`config.mk`:
```
export PLATFORM = sky130hd
export DESIGN_NAME = qpu_exu_commit_flat
export DESIGN_NICKNAME = d
export VERILOG_FILES = /design/src/rtl/qpu_exu_commit_if.sv /design/src/rtl/qpu_exu_commit.sv /design/src/flat_wrapper.sv
export SDC_FILE = /design/constraint.sdc
export NUM_CORES = 1
export LEC_CHECK = 0
export CAP_MARGIN = 20
export CORE_ASPECT_RATIO = 0.6
export CORE_MARGIN = 10
export CORE_UTILIZATION = 45
export DETAILED_ROUTE_END_ITERATION = 6
export PLACE_DENSITY_LB_ADDON = 0.25
export SLEW_MARGIN = 20
export SYNTH_ARGS = -nofsm -noshare
export SYNTH_HDL_FRONTEND = slang
export SYNTH_SLANG_ARGS = --single-unit
export TNS_END_PERCENT = 10
```
`constraint.sdc`:
```
create_clock -name clk -period 3.9 [get_ports clk]
set_input_delay 0.78 -clock clk [delete_from_list [all_inputs] [get_ports clk]]
set_output_delay 0.78 -clock clk [all_outputs]
set_load 0.1 [all_outputs]
```
`src/rtl/qpu_exu_commit_if.sv`:
```
// Commit-stage bus of the QPU execution unit: ALU commit handshake, the
// flush request towards the fetch unit, and retire status/performance
// counters. The master side is the environment (ALU, IFU, CSR logic); the
// slave side is qpu_exu_commit.

`ifndef QPU_PC_SIZE
`define QPU_PC_SIZE 32
`endif
`ifndef QPU_XLEN
`define QPU_XLEN 32
`endif

interface qpu_exu_commit_if #(
    parameter int PC_W = `QPU_PC_SIZE,
    parameter int XLEN = `QPU_XLEN
) ();
    // commit input from the ALU
    logic            cmt_i_valid;
    logic            cmt_i_ready;
    logic [PC_W-1:0] cmt_i_pc;
    logic [XLEN-1:0] cmt_i_imm;
    logic            cmt_i_bjp;
    logic            cmt_i_bjp_prdt;
    logic            cmt_i_bjp_rslv;

    // flush towards the fetch unit
    logic            pipe_flush_req;
    logic            pipe_flush_ack;
    logic [PC_W-1:0] pipe_flush_pc;

    // retire status and counters
    logic            cmt_o_retire;
    logic            cmt_o_mispred;
    logic            cnt_clr;
    logic [31:0]     cnt_retired;
    logic [31:0]     cnt_mispred;

    modport master (
        output cmt_i_valid, cmt_i_pc, cmt_i_imm, cmt_i_bjp, cmt_i_bjp_prdt,
               cmt_i_bjp_rslv, pipe_flush_ack, cnt_clr,
        input  cmt_i_ready, pipe_flush_req, pipe_flush_pc, cmt_o_retire,
               cmt_o_mispred, cnt_retired, cnt_mispred
    );

    modport slave (
        input  cmt_i_valid, cmt_i_pc, cmt_i_imm, cmt_i_bjp, cmt_i_bjp_prdt,
               cmt_i_bjp_rslv, pipe_flush_ack, cnt_clr,
        output cmt_i_ready, pipe_flush_req, pipe_flush_pc, cmt_o_retire,
               cmt_o_mispred, cnt_retired, cnt_mispred
    );
endinterface

```
`src/rtl/qpu_exu_commit.sv`:
```
// QPU execution-unit commit stage.
// Retires every instruction handed over by the ALU, resolves branch
// predictions and, on a mispredict, raises a held flush request with the
// corrected fetch PC until the fetch unit acknowledges it.
// Optional feature macro: QPU_CMT_PERF_CNT_EN enables the 32-bit retired and
// mispredict counters; without it the counter outputs are tied to zero.
// XLEN must be at least PC_W; only the low PC_W bits of the offset are used.
//
// state   | meaning
// --------+---------------------------------------------------------------
// S_IDLE  | ready for commits; flush request low
// S_FLUSH | mispredict outstanding; commits stalled, flush request held

`ifndef QPU_PC_SIZE
`define QPU_PC_SIZE 32
`endif
`ifndef QPU_XLEN
`define QPU_XLEN 32
`endif

module qpu_exu_commit #(
    parameter int PC_W = `QPU_PC_SIZE,
    parameter int XLEN = `QPU_XLEN
) (
    input  logic                  clk,
    input  logic                  rst,
    qpu_exu_commit_if.slave       cmt_if
);

    typedef enum logic [0:0] {
        S_IDLE  = 1'b0,
        S_FLUSH = 1'b1
    } state_e;

    state_e          state_q, state_d;
    logic            ready_c;
    logic            flush_req_c;
    logic            accept_c;
    logic            mispred_c;
    logic            flush_load_c;
    logic [PC_W-1:0] target_c;
    logic [PC_W-1:0] flush_pc_q, flush_pc_d;
    logic            retire_q, retire_d;
    logic            mispred_q, mispred_d;

    // Branch outcome check and corrected fetch target (wraps modulo 2^PC_W).
    always_comb begin
        mispred_c = cmt_if.cmt_i_bjp & (cmt_if.cmt_i_bjp_prdt != cmt_if.cmt_i_bjp_rslv);
        if (cmt_if.cmt_i_bjp_rslv) begin
            target_c = cmt_if.cmt_i_pc + cmt_if.cmt_i_imm[PC_W-1:0];
        end else begin
            target_c = cmt_if.cmt_i_pc + PC_W'(4);
        end
    end

    // Next state and state-decoded handshake outputs; ready and flush request
    // depend only on state so there is no valid-to-ready path.
    always_comb begin
        state_d      = state_q;
        ready_c      = 1'b0;
        flush_req_c  = 1'b0;
        accept_c     = 1'b0;
        flush_load_c = 1'b0;
        case (state_q)
            S_IDLE: begin
                ready_c  = 1'b1;
                accept_c = cmt_if.cmt_i_valid;
                if (accept_c && mispred_c) begin
                    flush_load_c = 1'b1;
                    state_d      = S_FLUSH;
                end
            end
            S_FLUSH: begin
                flush_req_c = 1'b1;
                if (cmt_if.pipe_flush_ack) begin
                    state_d = S_IDLE;
                end
            end
            default: begin
                state_d = S_IDLE;
            end
        endcase
    end

    // Next values of the registered datapath: the flush PC only changes on an
    // accepted mispredict, pulses mark each accept for exactly one cycle.
    always_comb begin
        flush_pc_d = flush_load_c ? target_c : flush_pc_q;
        retire_d   = accept_c;
        mispred_d  = accept_c & mispred_c;
    end

    // State register.
    always_ff @(posedge clk) begin
        if (rst) begin
            state_q <= S_IDLE;
        end else begin
            state_q <= state_d;
        end
    end

    // Flush target and retire/mispredict pulse registers; reset discards any
    // pending target.
    always_ff @(posedge clk) begin
        if (rst) begin
            flush_pc_q <= '0;
            retire_q   <= 1'b0;
            mispred_q  <= 1'b0;
        end else begin
            flush_pc_q <= flush_pc_d;
            retire_q   <= retire_d;
            mispred_q  <= mispred_d;
        end
    end

    assign cmt_if.cmt_i_ready    = ready_c;
    assign cmt_if.pipe_flush_req = flush_req_c;
    assign cmt_if.pipe_flush_pc  = flush_pc_q;
    assign cmt_if.cmt_o_retire   = retire_q;
    assign cmt_if.cmt_o_mispred  = mispred_q;

    // Offset bits above the PC width have no effect on the target.
    if (XLEN > PC_W) begin : g_imm_hi
        logic unused_imm_hi;
        assign unused_imm_hi = |cmt_if.cmt_i_imm[XLEN-1:PC_W];
    end

`ifdef QPU_CMT_PERF_CNT_EN
    logic [31:0] cnt_retired_q, cnt_retired_d;
    logic [31:0] cnt_mispred_q, cnt_mispred_d;

    // Counters follow the registered pulses and wrap; clear beats increment.
    always_comb begin
        cnt_retired_d = cnt_retired_q;
        cnt_mispred_d = cnt_mispred_q;
        if (cmt_if.cnt_clr) begin
            cnt_retired_d = '0;
            cnt_mispred_d = '0;
        end else begin
            if (retire_q) begin
                cnt_retired_d = cnt_retired_q + 32'd1;
            end
            if (mispred_q) begin
                cnt_mispred_d = cnt_mispred_q + 32'd1;
            end
        end
    end

    // Counter registers.
    always_ff @(posedge clk) begin
        if (rst) begin
            cnt_retired_q <= '0;
            cnt_mispred_q <= '0;
        end else begin
            cnt_retired_q <= cnt_retired_d;
            cnt_mispred_q <= cnt_mispred_d;
        end
    end

    assign cmt_if.cnt_retired = cnt_retired_q;
    assign cmt_if.cnt_mispred = cnt_mispred_q;
`else
    logic unused_cnt_clr;
    assign unused_cnt_clr     = cmt_if.cnt_clr;
    assign cmt_if.cnt_retired = '0;
    assign cmt_if.cnt_mispred = '0;
`endif

endmodule

```
`src/flat_wrapper.sv`:
```
// flat-port wrapper written by rule: the top's interface ports become plain ports
module qpu_exu_commit_flat 
#(
    parameter int PC_W = `QPU_PC_SIZE,
    parameter int XLEN = `QPU_XLEN
)
  (clk, rst, cmt_if_cmt_i_valid, cmt_if_cmt_i_pc, cmt_if_cmt_i_imm, cmt_if_cmt_i_bjp, cmt_if_cmt_i_bjp_prdt, cmt_if_cmt_i_bjp_rslv, cmt_if_pipe_flush_ack, cmt_if_cnt_clr, cmt_if_cmt_i_ready, cmt_if_pipe_flush_req, cmt_if_pipe_flush_pc, cmt_if_cmt_o_retire, cmt_if_cmt_o_mispred, cmt_if_cnt_retired, cmt_if_cnt_mispred);
  qpu_exu_commit_if #(.PC_W(PC_W), .XLEN(XLEN)) cmt_if_i ();
  input  logic clk;
  input  logic rst;
  input wire logic [$bits(cmt_if_i.cmt_i_valid)-1:0] cmt_if_cmt_i_valid;
  input wire logic [$bits(cmt_if_i.cmt_i_pc)-1:0] cmt_if_cmt_i_pc;
  input wire logic [$bits(cmt_if_i.cmt_i_imm)-1:0] cmt_if_cmt_i_imm;
  input wire logic [$bits(cmt_if_i.cmt_i_bjp)-1:0] cmt_if_cmt_i_bjp;
  input wire logic [$bits(cmt_if_i.cmt_i_bjp_prdt)-1:0] cmt_if_cmt_i_bjp_prdt;
  input wire logic [$bits(cmt_if_i.cmt_i_bjp_rslv)-1:0] cmt_if_cmt_i_bjp_rslv;
  input wire logic [$bits(cmt_if_i.pipe_flush_ack)-1:0] cmt_if_pipe_flush_ack;
  input wire logic [$bits(cmt_if_i.cnt_clr)-1:0] cmt_if_cnt_clr;
  output wire logic [$bits(cmt_if_i.cmt_i_ready)-1:0] cmt_if_cmt_i_ready;
  output wire logic [$bits(cmt_if_i.pipe_flush_req)-1:0] cmt_if_pipe_flush_req;
  output wire logic [$bits(cmt_if_i.pipe_flush_pc)-1:0] cmt_if_pipe_flush_pc;
  output wire logic [$bits(cmt_if_i.cmt_o_retire)-1:0] cmt_if_cmt_o_retire;
  output wire logic [$bits(cmt_if_i.cmt_o_mispred)-1:0] cmt_if_cmt_o_mispred;
  output wire logic [$bits(cmt_if_i.cnt_retired)-1:0] cmt_if_cnt_retired;
  output wire logic [$bits(cmt_if_i.cnt_mispred)-1:0] cmt_if_cnt_mispred;
  assign cmt_if_i.cmt_i_valid = cmt_if_cmt_i_valid;
  assign cmt_if_i.cmt_i_pc = cmt_if_cmt_i_pc;
  assign cmt_if_i.cmt_i_imm = cmt_if_cmt_i_imm;
  assign cmt_if_i.cmt_i_bjp = cmt_if_cmt_i_bjp;
  assign cmt_if_i.cmt_i_bjp_prdt = cmt_if_cmt_i_bjp_prdt;
  assign cmt_if_i.cmt_i_bjp_rslv = cmt_if_cmt_i_bjp_rslv;
  assign cmt_if_i.pipe_flush_ack = cmt_if_pipe_flush_ack;
  assign cmt_if_i.cnt_clr = cmt_if_cnt_clr;
  assign cmt_if_cmt_i_ready = cmt_if_i.cmt_i_ready;
  assign cmt_if_pipe_flush_req = cmt_if_i.pipe_flush_req;
  assign cmt_if_pipe_flush_pc = cmt_if_i.pipe_flush_pc;
  assign cmt_if_cmt_o_retire = cmt_if_i.cmt_o_retire;
  assign cmt_if_cmt_o_mispred = cmt_if_i.cmt_o_mispred;
  assign cmt_if_cnt_retired = cmt_if_i.cnt_retired;
  assign cmt_if_cnt_mispred = cmt_if_i.cnt_mispred;
  qpu_exu_commit #(.PC_W(PC_W), .XLEN(XLEN)) u_core (.clk(clk), .rst(rst), .cmt_if(cmt_if_i));
endmodule
```
; ---- Word-level counts from Yosys, hierarchy flattened
; Cells that the tools add are included.
[totals]
ff_bits = 35
input_bits = 72
elab_cells = 19
[op_classes]
addsub = 2
n_eq_ne = 1
mux = 8
bitwise_logic = 3
n_reduce_logical = 1
[op_table]
columns = operator, n
row1 = $add 32x3->32 const B, 1
row2 = $add 32x32->32, 1
row3 = $mux 32, 1
row4 = $mux 1, 6
row5 = $and 1x1->1, 2
row6 = $pmux 1 s2, 1
row7 = $logic_and 1x1->1, 1
row8 = $ne 1x1->1, 1
row9 = $not 1->1, 1

; ---- Logic depth before layout (Yosys ltp)
[depth]
depth_word = 5
mapped_depth = 11
ltp_nobuf = 11

; ---- Worst setup path before layout
; OpenSTA, ideal clock, no wires.
[synth_path]
path_kind = input port to flip-flop
start = in cmt_if_cmt_i_imm[0]
end = reg u_core.flush_pc_q[28] (netlist: u_core.cmt_if.pipe_flush_pc[28])
setup_ps = 132
arrival_ps = 3072
t_required_ps = 3768
slack_ps = 696
stages = 11
path_buffers = 0
path_cell_list = ha_1 > fa_1 > a21oi_1 > o22ai_1 > o31ai_2 > a211oi_1 > o31ai_2 > nand2b_1 > a21oi_1 > mux2i_1 > a21oi_1
[synth_between]
elab_chain_len = 2
[synth_rtl]
columns = element, line
row1 = start: declaration, flat_wrapper.sv:13  ; input wire logic [$bits(cmt_if_i.cmt_i_imm)-1:0] cmt_if_cmt_i_imm;
row2 = $add 32x32->32, qpu_exu_commit.sv:50  ; target_c = cmt_if.cmt_i_pc + cmt_if.cmt_i_imm[PC_W-1:0];
row3 = $mux 32, qpu_exu_commit.sv:49  ; if (cmt_if.cmt_i_bjp_rslv) begin
row4 = end signal: assignment, qpu_exu_commit.sv:110  ; flush_pc_q <= flush_pc_d;
row5 = end: declaration, qpu_exu_commit.sv:42  ; logic [PC_W-1:0] flush_pc_q, flush_pc_d;
; No other way between the ends.
; A chain may end at the register's enable or synchronous reset.

; ---- Final worst setup path
[layout_path]
start = in cmt_if_cmt_i_pc[0]
end = reg u_core.flush_pc_q[28] (netlist: u_core.cmt_if.pipe_flush_pc[28])
[layout_between]
elab_chain_len = 2
[layout_rtl]
columns = element, line
row1 = start: declaration, flat_wrapper.sv:12  ; input wire logic [$bits(cmt_if_i.cmt_i_pc)-1:0] cmt_if_cmt_i_pc;
row2 = $add 32x3->32 or $add 32x32->32 (tied branches), "qpu_exu_commit.sv:52, qpu_exu_commit.sv:50"
row3 = $mux 32 (*), qpu_exu_commit.sv:49
; Every way passes the cells marked *; elsewhere a longest branch is shown, timed or not.

==> out/results.ini <==
[outcome]
status = finished clean

[yosys]
seq_area_frac_synth_pct = 16.7
yosys_register_bits = 35
ys_top_cells_by_count = 64 x buf_4, 58 x nor2_1, 56 x a21oi_1
syn_inst = 568
synth_edf_count = 0
synth_area_per_cell_sq_um = 7.39
synth_area_leaders = dfxtp_1 17%, buf_4 11%, ha_1 9.5%, a21oi_1 6.7%, xnor2_1 5.8%
synth_top_area_share_pct = 16.7
yosysUniqueCellTypes = 60
synth_top_area_cell = dfxtp_1
synthFlopType = dfxtp_1
ys_async_sr_fraction_pct = 0
synth_most_common_cell = buf_4
syn_area_sq_um = 4200
yosys_warnings = 0

[cts]
clk_latency_ns = 0.28
cts-root-buf = clkbuf_16
cts_hold_buf = 0
numCtsBuffers = 5
clk_path_buf_depth = 2
cts_max_level = 2
tritoncts = built
post_cts_resized = 0
cts.sinks = 35
cts_setup_buffers = 0
clk_pin_slew_ns = 0.06

[floorplanning]
core_sq_um = 9120
die_x_um = 145
dieArea_sq_um = 13700
fp.dieH_um = 94.8
start_util_pct = 46.0
ios = 172
rows = 27

[power]
seqPwrFrac_pct = 21.8
peakVddDrop_uv = 182
cell_internal_pwr_mw = 0.904
p_comb_share_pct = 55.3
pwr-share-clk_pct = 22.9
power.density_nw_per_um2 = 332
swShare_pct = 49.2
switchingPower_mw = 0.876
power_leakage_nw = 2.24

[finish]
drive_above_1_share_pct = 6.35
final_core_utilization_pct = 58.8
fillers = 867
area_growth_pct = 27.8
diodes = 0
nets = 782

[timing]
period_share_pct = 92.4
finClkSkew_ns = 0.00540
tns_ns = 0
min_period_ns = 3.60
tightestPinTransition_ns = 1.05
drv_slew = 0
maxSlewHeadroom_pct = 29.7
finalHoldViolCount = 0
setup_viol = 0
rsz0062_at_grt = no
max_freq_ghz = 0.277

[routing]
wl_met3_um = 1300
met1_length_um = 6560
ant_nets = 0
routed_via_density = 5.44
route.detailed.drc = 0
routed_wirelength_um = 13900
drtIter0Drc = 356
post_drt_wl_per_cell_um = 17.5
firstDrtPassIters = 5
top_layer_used = met4
vias = 4315
wl_met2_um = 5970

[worst_setup_path]
rr_worst_depth = 6
r2r_setup_slack_ns = 1.77
critPathMaxFanout = 3
worstReg2RegEnd = u_core.cmt_if.pipe_flush_pc[23]$_SDFFE_PP0P_
critPathLaunch = cmt_if_cmt_i_pc[0]
r2r-start = u_core.state_q$_SDFF_PP0_
path_class = in -> reg
crit_end = u_core.cmt_if.pipe_flush_pc[28]$_SDFFE_PP0P_
cp.arrival_ns = 3.76
critPathRequiredTime_ns = 4.05
cp-start-kind = input pin
end_kind = register

[global_route]
grt_pass1_wl_um = 21800
grt_pass1_vias = 4167
grt_usage_pct = 19.5
antenna_found_initial = 0
grt_max_degree = 49
grt_overflow = 0

[min_path]
hold_depth = 2
min_path_type = reg -> reg

[place]
dpl.hpwl_um = 11300
port_buffers = 106
place_congestion = 0.928

[flow_run]
drv_cap = 0

placed cells by master (no fill, tap or decap), types with 6 or more instances in the layout:
cell,instances
a211oi_1,18
nand3_1,21
o211ai_1,9
o21ai_0,24
and3_1,7
xor2_1,25
inv_1,11
a21o_1,17
nand4_1,9
nor2_1,58
conb_1,64
dfxtp_1,35
nand2_1,40
a21oi_1,56
nor3_1,6
ha_1,32
buf_4,25
clkdlybuf4s50_1,106
xnor2_1,28
power by group through the flow:
stage | Clock [mW] | Sequential, mW | Combinational (mW)
6_report | 0.407 | 0.388 | 0.985
5_1_grt | 0.423 | 0.390 | 1.04
4_1_cts | 0.415 | 0.388 | 0.973
3_5_place_dp | 0 | 0.396 | 0.969
3_3_place_gp | 0 | 0.395 | 0.961
2_1_floorplan | 0 | 0.536 | 0.650
kinds of logic after synthesis:
family	after synthesis	synth area share, %
AO/OA/AOI/OAI	170	26.8
AND/OR/NAND/NOR	168	18.8
buffers and inverters	103	15.4
XOR/XNOR	53	11.1
flip-flops	35	16.7
adder cells (fa/ha/maj)	33	10.0
multiplexers	5	1.19
other	1	0.0893
worst min path at each step:
stage	startpoint	to	slack [ns]
4_1_cts	u_core.cmt_if.pipe_flush_pc[17]$_SDFFE_PP0P_	u_core.cmt_if.pipe_flush_pc[17]$_SDFFE_PP0P_	0.45
3_5_place_dp	u_core.cmt_if.pipe_flush_pc[17]$_SDFFE_PP0P_	u_core.cmt_if.pipe_flush_pc[17]$_SDFFE_PP0P_	0.45
3_3_place_gp	u_core.cmt_if.pipe_flush_pc[17]$_SDFFE_PP0P_	u_core.cmt_if.pipe_flush_pc[17]$_SDFFE_PP0P_	0.44
2_1_floorplan	u_core.cmt_if.pipe_flush_pc[17]$_SDFFE_PP0P_	u_core.cmt_if.pipe_flush_pc[17]$_SDFFE_PP0P_	0.88
5_1_grt	u_core.cmt_if.pipe_flush_pc[18]$_SDFFE_PP0P_	u_core.cmt_if.pipe_flush_pc[18]$_SDFFE_PP0P_	0.49
6_report	u_core.cmt_if.pipe_flush_pc[17]$_SDFFE_PP0P_	u_core.cmt_if.pipe_flush_pc[17]$_SDFFE_PP0P_	0.45
sequential cells by signal, indices dropped and copies added, names as in the netlist:
register and count:
u_core.cmt_if.cmt_o_mispred 1, u_core.cmt_if.pipe_flush_pc 32, u_core.state_q 1, u_core.cmt_if.cmt_o_retire 1
metal layers:
layer	global-route usage [%]	up-vias
met5	0	-
met4	3.02	0
met3	4.76	9
met2	29.9	183
met1	27.3	1992
li1	-	2131
layout make-up:
| class | instances | area, sq um | share of cell area, % |
|---|---|---|---|
| inverter | 11 | 41.3 | 0.769 |
| tap | 116 | 145 | 2.70 |
| clock buffer | 6 | 139 | 2.59 |
| sequential | 35 | 701 | 13.1 |
| timing repair buffer | 131 | 1250 | 23.3 |
| multi-input combinational | 493 | 3090 | 57.5 |
| clock inverter | 1 | 5.00 | 0.0932 |
metrics by stage:
| stage | power, mW | instance area [sq um] | hold slack (ns) | setup WS [ns] | cells |
|---|---|---|---|---|---|
| 6_report | 1.78 | 5370 | 0.452 | 0.296 | 793 |
| 5_1_grt | 1.86 | 5370 | 0.490 | 0.0316 | 793 |
| 4_1_cts | 1.78 | 5370 | 0.453 | 0.300 | 793 |
| 3_5_place_dp | 1.36 | 5220 | 0.445 | 0.0271 | 786 |
| 3_3_place_gp | 1.36 | 5220 | 0.442 | 0.0620 | 786 |
| 2_1_floorplan | 1.19 | 4440 | 0.879 | 0.696 | 631 |
critical path, stage by stage:
cell	delay, ns
clkdlybuf4s50_1	0.43
ha_1	0.23
fa_1	0.41
a21oi_1	0.21
o22ai_1	0.16
o31ai_2	0.34
a211oi_1	0.18
o31ai_2	0.45
nand2b_1	0.10
a21oi_1	0.19
mux2i_1	0.20
a21oi_1	0.08
(Power assumes the default switching activity.)
